[config.mk]
export PLATFORM = sky130hd
export DESIGN_NAME = pc_seq_ctrl
export DESIGN_NICKNAME = d
export VERILOG_FILES = /design/src/rtl/pc_seq_pkg.sv /design/src/rtl/pc_next_calc.sv /design/src/rtl/pc_seq_ctrl.sv
export SDC_FILE = /design/constraint.sdc
export NUM_CORES = 1
export LEC_CHECK = 0
export ABC_CLOCK_PERIOD_IN_PS = 6600
export CAP_MARGIN = 10
export CORE_MARGIN = 3
export CORE_UTILIZATION = 45
export DETAILED_ROUTE_END_ITERATION = 10
export PLACE_DENSITY = 0.77
export SLEW_MARGIN = 20
export SYNTH_ARGS = -nofsm -noshare
export SYNTH_HDL_FRONTEND = slang
export SYNTH_SLANG_ARGS = --single-unit
[constraint.sdc]
create_clock -name clk -period 6.6 [get_ports clk]
set_input_delay 0.66 -clock clk [delete_from_list [all_inputs] [get_ports clk]]
set_output_delay 0.66 -clock clk [all_outputs]
set_load 0.005 [all_outputs]
[src/rtl/pc_seq_pkg.sv]
// Shared definitions for the NPC PC sequencer: FSM state encoding,
// sequential PC step and the next-PC operand select encodings.
package pc_seq_pkg;

    typedef enum logic [2:0] {
        FETCH_REQ  = 3'd0,
        FETCH_WAIT = 3'd1,
        EXEC       = 3'd2,
        HALT       = 3'd3,
        ERROR      = 3'd4
    } pc_state_e;

    localparam int unsigned PC_STEP = 4;

    // pc_a_sel picks the addend, pc_b_sel picks the base
    localparam logic PC_A_4   = 1'b0;
    localparam logic PC_A_IMM = 1'b1;
    localparam logic PC_B_PC  = 1'b0;
    localparam logic PC_B_RS1 = 1'b1;

endpackage

[src/rtl/pc_next_calc.sv]
// Combinational next-PC former: (a ? imm : 4) + (b ? rs1 : pc), bit0 cleared
// for register-based targets, plus misalign and taken (non-sequential) flags.
module pc_next_calc
    import pc_seq_pkg::*;
#(
    parameter int XLEN = 32
) (
    input  logic [XLEN-1:0] pc,
    input  logic [XLEN-1:0] imm,
    input  logic [XLEN-1:0] rs1,
    input  logic            pc_a_sel,
    input  logic            pc_b_sel,
    output logic [XLEN-1:0] next_pc,
    output logic            misalign,
    output logic            taken
);

    logic [XLEN-1:0] offs;
    logic [XLEN-1:0] base;
    logic [XLEN-1:0] sum;
    logic [XLEN-1:0] seq_pc;

    assign offs   = (pc_a_sel == PC_A_IMM) ? imm : XLEN'(PC_STEP);
    assign base   = (pc_b_sel == PC_B_RS1) ? rs1 : pc;
    assign sum    = base + offs;
    assign seq_pc = pc + XLEN'(PC_STEP);

    // register-relative targets drop bit0 before the alignment check
    assign next_pc  = (pc_b_sel == PC_B_RS1) ? {sum[XLEN-1:1], 1'b0} : sum;
    assign misalign = |next_pc[1:0];
    assign taken    = (next_pc != seq_pc);

endmodule

[src/rtl/pc_seq_ctrl.sv]
// Multi-cycle PC sequencer: fetch request/response, execute hand-off, next-PC
// update, halt and fetch-timeout/misalign error. PC_SEQ_STAT_EN adds commit counters.
module pc_seq_ctrl
    import pc_seq_pkg::*;
#(
    parameter int              XLEN          = 32,
    parameter logic [XLEN-1:0] RESET_PC      = XLEN'(32'h8000_0000),
    parameter int              FETCH_TIMEOUT = 255
) (
    input  logic            clk,
    input  logic            rst_n,
    output logic            if_req_valid,
    input  logic            if_req_ready,
    output logic [XLEN-1:0] if_req_addr,
    input  logic            if_rsp_valid,
    input  logic [31:0]     if_rsp_inst,
    output logic            ex_inst_valid,
    output logic [31:0]     ex_inst,
    output logic [XLEN-1:0] ex_pc,
    input  logic            ex_done,
    input  logic            pc_a_sel,
    input  logic            pc_b_sel,
    input  logic [XLEN-1:0] imm,
    input  logic [XLEN-1:0] rs1,
    input  logic            halt,
`ifdef PC_SEQ_STAT_EN
    output logic [63:0]     instret,
    output logic [63:0]     taken_cnt,
`endif
    output logic            halted,
    output logic            err
);

    localparam int CNT_W = (FETCH_TIMEOUT < 2) ? 1 : $clog2(FETCH_TIMEOUT + 1);
    localparam logic [CNT_W-1:0] TO_LIM = CNT_W'(FETCH_TIMEOUT);

    logic [2:0]      state, state_nxt;
    logic [XLEN-1:0] pc, pc_nxt;
    logic [CNT_W-1:0] cnt, cnt_nxt;
    logic [XLEN-1:0] calc_pc;
    logic            misalign;
    logic            taken;
    logic            rsp_take;
    logic            commit;

    pc_next_calc #(.XLEN(XLEN)) u_next (
        .pc       (pc),
        .imm      (imm),
        .rs1      (rs1),
        .pc_a_sel (pc_a_sel),
        .pc_b_sel (pc_b_sel),
        .next_pc  (calc_pc),
        .misalign (misalign),
        .taken    (taken)
    );

    assign if_req_addr = pc;
    assign rsp_take    = (state == FETCH_WAIT) && if_rsp_valid;
    assign commit      = (state == EXEC) && ex_done && !misalign;

    always_comb begin
        state_nxt = state;
        pc_nxt    = pc;
        cnt_nxt   = cnt;
        case (state)
            FETCH_REQ: begin
                if (if_req_valid && if_req_ready) begin
                    state_nxt = FETCH_WAIT;
                    cnt_nxt   = '0;
                end
            end
            FETCH_WAIT: begin
                cnt_nxt = cnt + 1'b1;
                // a response in the limit cycle still wins over the timeout
                if (if_rsp_valid)
                    state_nxt = EXEC;
                else if ((FETCH_TIMEOUT > 0) && (cnt_nxt == TO_LIM))
                    state_nxt = ERROR;
            end
            EXEC: begin
                if (ex_done) begin
                    pc_nxt = calc_pc;
                    if (misalign)
                        state_nxt = ERROR;
                    else if (halt)
                        state_nxt = HALT;
                    else
                        state_nxt = FETCH_REQ;
                end
            end
            default: ;
        endcase
    end

    // status outputs are registered from the next state so they align with it
    always_ff @(posedge clk or negedge rst_n) begin
        if (!rst_n) begin
            state         <= FETCH_REQ;
            pc            <= RESET_PC;
            cnt           <= '0;
            if_req_valid  <= 1'b0;
            ex_inst_valid <= 1'b0;
            ex_inst       <= '0;
            ex_pc         <= '0;
            halted        <= 1'b0;
            err           <= 1'b0;
        end else begin
            state         <= state_nxt;
            pc            <= pc_nxt;
            cnt           <= cnt_nxt;
            if_req_valid  <= (state_nxt == FETCH_REQ);
            ex_inst_valid <= (state_nxt == EXEC);
            halted        <= (state_nxt == HALT);
            err           <= (state_nxt == ERROR);
            if (rsp_take) begin
                ex_inst <= if_rsp_inst;
                ex_pc   <= pc;
            end
        end
    end

`ifdef PC_SEQ_STAT_EN
    always_ff @(posedge clk or negedge rst_n) begin
        if (!rst_n) begin
            instret   <= '0;
            taken_cnt <= '0;
        end else if (commit) begin
            instret <= instret + 64'd1;
            if (taken)
                taken_cnt <= taken_cnt + 64'd1;
        end
    end
`else
    logic stat_unused;
    assign stat_unused = commit ^ taken;
`endif

endmodule
# == Word-level counts from Yosys, hierarchy flattened ==
# Index checks and enable logic that the tools add are counted.
# classes
mux,12
n_eq_ne,7
add_sub_neg,2
reduce_logical,8
# op_table
operator,count
two-way mux 32 bit,2
adder 32 bit,1
one-hot mux 8 bit (2 select lines),1
two-way mux 3 bit,5
"== test 3 x 2 -> 1 bit, second input constant",3
one-hot mux 3 bit (3 select lines),1
"adder 8 x 1 -> 8 bit, second input constant",1
"== test 8 bit, second input constant",1
two-way mux 8 bit,1
zero test 3 bit,2
AND reduction 2 bit,2
"== test 3 x 1 -> 1 bit, second input constant",1
"== test 3 bit, second input constant",1
logical AND 1 bit,2
two-way mux 2 bit,1
"inequality test 2 bit, second input constant",1
nonzero test 2 bit,1
OR reduction 2 bit,1
two-way mux 1 bit,1
# word_totals
input_bits,104
wordCells,38
output_inout_bits,100
regBits,111

# == Logic depth before layout (Yosys ltp) ==
# depth
ltp_word,8
mapped_depth,13
ltp_nobuf,12

# == Hierarchy ==
# Synthesis repeated with hierarchy kept, for this count alone.
# unflattened
cells_unflattened,783
hier_area_um2,8266.7
# modules_own_cells
mod,instances,area_each_um2,seq_area_each_um2,cells_each
pc_seq_ctrl,1,4834.6,2778.9,316
pc_next_calc,1,3432.0,0.0,467

# == Worst setup path before layout ==
# No wires, ideal clock.
# synth_timing
path_type,input to register
from,input pc_b_sel
to,register pc[28] (netlist: if_req_addr[28])
t_arrival_ns,3.639
path_stages,12
n_path_buf,2
setup_ns,0.069
setup_slack_ns,2.892
required_time_ns,6.531
cell_sequence,clkbuf_1 -> clkbuf_1 -> mux2i_1 -> fa_1 -> and2b_1 -> o31ai_2 -> and3_1 -> o41a_1 -> o211ai_2 -> a31oi_2 -> or4_1 -> nand3_1
# synth_between
elab_chain_cells,2
# synth_lines
element,line_no,source
start: declaration,pc_seq_ctrl.sv:22,"input logic pc_b_sel,"
two-way mux 32 bit,pc_next_calc.sv:24,assign base = (pc_b_sel == PC_B_RS1) ? rs1 : pc;
adder 32 bit,pc_next_calc.sv:25,assign sum = base + offs;
end signal: assignment,pc_seq_ctrl.sv:109,pc <= pc_nxt;
end: declaration,pc_seq_ctrl.sv:38,"logic [XLEN-1:0] pc, pc_nxt;"
# Every way passes these cells.
# A chain may end at the register's enable or synchronous reset.

# == Final worst setup path ==
# layout_timing
from,input pc_a_sel
to,register pc[28] (netlist: if_req_addr[28])
# layout_between
elab_chain_cells,2
# layout_lines
element,line_no,source
start: declaration,pc_seq_ctrl.sv:21,"input logic pc_a_sel,"
two-way mux 32 bit,pc_next_calc.sv:23,assign offs = (pc_a_sel == PC_A_IMM) ? imm : XLEN'(PC_STEP);
adder 32 bit,pc_next_calc.sv:25,
# Every way passes these cells.

==> results.md <==
- Max cap viols: 0
- Routability congestion estimate: 0.8809
- Clock group share of total power: 0.176
- Post-route ant nets: 0
- H-Tree Depth: 3
- Cell area after layout: 8877 um^2
- First-pass GRT wire length: 27060 um
- CP required: 6.89 ns
- Slew Limit Fails: 0
- Logic pwr share: 0.458
- Post-synth top cells: 110 x dfrtp_1, 96 x mux2_2, 48 x nand2_1, 45 x o21ai_0, 33 x ha_1
- Largest net degree at the start of global routing: 70
- Period minus WS final: 3.935 ns
- Final setup TNS: 0 ns
- Root buf cell: clkbuf_16
- Die ar.: 15650 um^2
- Clock-pin slew on the worst setup and hold paths: 0.08 ns
- CTS tree: done
- Drt pass-1 iters: 4
- VDD IR max: 178.5 uV
- RSZ-0062 raised after global routing: no
- Starting Density: 0.4707
- Status: completed
- Post-synth top flop: dfrtp_1
- Clock latency at the later pin of the worst-skew pair: 0.36 ns
- CTS max path bufs: 2
- Final Hold Viols: 0
- Slew HR: 0.3905
- Arr. time, crit path: 4.23 ns
- DRC Markers: 0
- Core area: 13560 um^2
- Initial antenna violation count: 0
- Pwr Total: about 3.3 mW
- Vias per inst: about 5.4
- Post-DP HPWL: between 10000 and 15000 um
- CP endpoint kind: flop
- Seq pwr share: 0.366
- Setup bufs post-CTS: 0
- Seq/Total Area, Yosys: 0.4355
- CP Launch Type: primary input
- Peak Freq: 254.1 MHz
- Yosys warnings: 0
- Post-Syn Area per Cell: approximately 11 um^2
- Initial DRC count: between 300 and 400
- Net Count, Synth: 743
- Total power divided by cell area: 371.8 nW/um^2
- Final worst path period share: 0.5963
- Cells after synthesis: 605
- EDFF count, synth: 0
- Chip width: roughly 130 um
- Routed WL per cell: 16.67 um
- Number of setup violations in the final report: 0
- Critical path type: in -> reg
- Setup Skew: 0.008900 ns
- Internal: 2.231 mW
- CTS hold repair buffers: 0
- Global route total overflow: 0
- Slew at the pin with the worst max-slew slack: 0.9142 ns
- GRT Total Usage: 0.2080
- Final nets: about 940
- Synth area leaders: dfrtp_1 43%, mux2_2 17%, ha_1 6.5%
- Count of cell types in the netlist: 56
- Hold Path Class: in -> async
- Clock sink count: 111
- Vias: about 5200
- Layout cells sized above 1: 0.1534
- Yosys top cell by area: dfrtp_1
- Total Routed Length: 16300 um
- Critical path peak fanout: 32
- Placed Area: 8564 um^2
- Number of I/O port buffers: 203
- R2r setup slk: 3.34 ns
- TritonCTS Buffers: 9
- Most numerous cell in the Yosys netlist: dfrtp_1
- Final WS setup: 2.665 ns
- Hold WS: ~0.37 ns
- #FFs+latches synth: 111
- I/O Pins: 204
- PostCTS Resize Cnt: 0
- Diode count: 0
- Die H: 125.1 um
- NetSw: 1.070 mW
- Asr flop ratio synth: 1.000
- Area growth syn-to-layout: 39.12%
- Leakage Power: 3.887 nW
- Yosys top cell area share: 0.4314
- Number of global-route vias before repair: ~5300
- Pre-CTS WS: 2.302 ns
- Rows: 42
- Mapped Area: 6381 um^2
- Sw Ratio: 0.3242
worst max-delay path, cell delays in order:
cell             delay [ns]
clkdlybuf4s50_1        0.46
buf_4                  0.29
and2_1                 0.18
ha_1                   0.18
inv_1                  0.06
fa_1                   0.39
and2b_1                0.24
o31ai_2                0.08
and3_1                 0.19
o41a_1                 0.47
o211ai_2               0.23
a31oi_2                0.18
or4_1                  0.49
nand3_1                0.10
per-stage QoR:
step / cells / util
finish: 978 / 0.6548
CTS: 978 / 0.6548
global placement: 962 / 0.6317
floorplan: 605 / -
detailed placement: 962 / 0.6317
global route: 978 / 0.6548
cell type report:
type                       instances  area, um^2
clock buffer                      11       242.7
clock inverter                     5       70.07
fill                            1052        4681
inverter                          12       45.04
multi-input combinational        457        3473
sequential                       111        2779
tap                              176       220.2
timing repair buffer             206        2047
path summary, 6_finish.rpt:
check	from	end	depth (start not counted)
hold reg to reg	ex_pc[11]$_DFFE_PN0P_	ex_pc[11]$_DFFE_PN0P_	1
min in group clk	ex_pc[11]$_DFFE_PN0P_	ex_pc[11]$_DFFE_PN0P_	1
setup reg to reg	if_req_addr[0]$_DFFE_PN0P_	if_req_addr[28]$_DFFE_PN0P_	12
setup / recovery	pc_a_sel	if_req_addr[28]$_DFFE_PN0P_	14
max in group asynchronous	rst_n	if_req_addr[26]$_DFFE_PN0P_	2
hold / removal	rst_n	ex_inst[20]$_DFFE_PN0P_	1
metal layers:
layer	share of wire	track usage	vias to the layer above
met5	0	0	-
met4	0.019	0.06633	0
met3	0.046	0.03454	20
met2	0.48	0.3486	154
met1	0.45	0.2767	2472
li1	-	-	2589
logic make-up after synthesis:
family | count (synthesis) | synth area share
and+or+nand+nor | 170 | 0.1394
adders and majority gates | 34 | 0.06784
AOI/OAI and AO/OA | 128 | 0.1251
xor gates and xnor gates | 23 | 0.03157
buffers and inverters | 37 | 0.02176
DFF | 111 | 0.4355
muxes | 102 | 0.1788
state kept, by name, summed over array words and instances, names as in the netlist:
signal and count:
cnt 8, err 1, ex_inst 32, ex_inst_valid 1
ex_pc 32, halted 1, if_req_addr 32, if_req_valid 1
state 3
layout by cell type (no fill, tap or decap), drive strengths merged, types with 8 or more instances in the layout:
cell type and instances:
clkdlybuf4s50 201, dfrtp 110, mux2 96, o21ai 50, nand2 48, ha 33, and2 30, a21oi 27
nand3 24, nor2 16, inv 16, a21o 13, xor2 13, and3 12, clkbuf 11, xnor2 10
nor3 9, nand4 8
power groups by stage:
| stage | Sequential [mW] | Clock (mW) | Combinational [mW] |
|---|---|---|---|
| final | 1.21 | 0.581 | 1.51 |
| after global routing | 1.26 | 0.631 | 1.65 |
| after CTS | 1.21 | 0.597 | 1.53 |
| after detailed placement | 1.22 | 0 | 1.52 |
| after global placement | 1.20 | 0 | 1.49 |
| after floorplan | 1.20 | 0 | 0.710 |
Note: power is estimated with default switching activity, not from simulation.
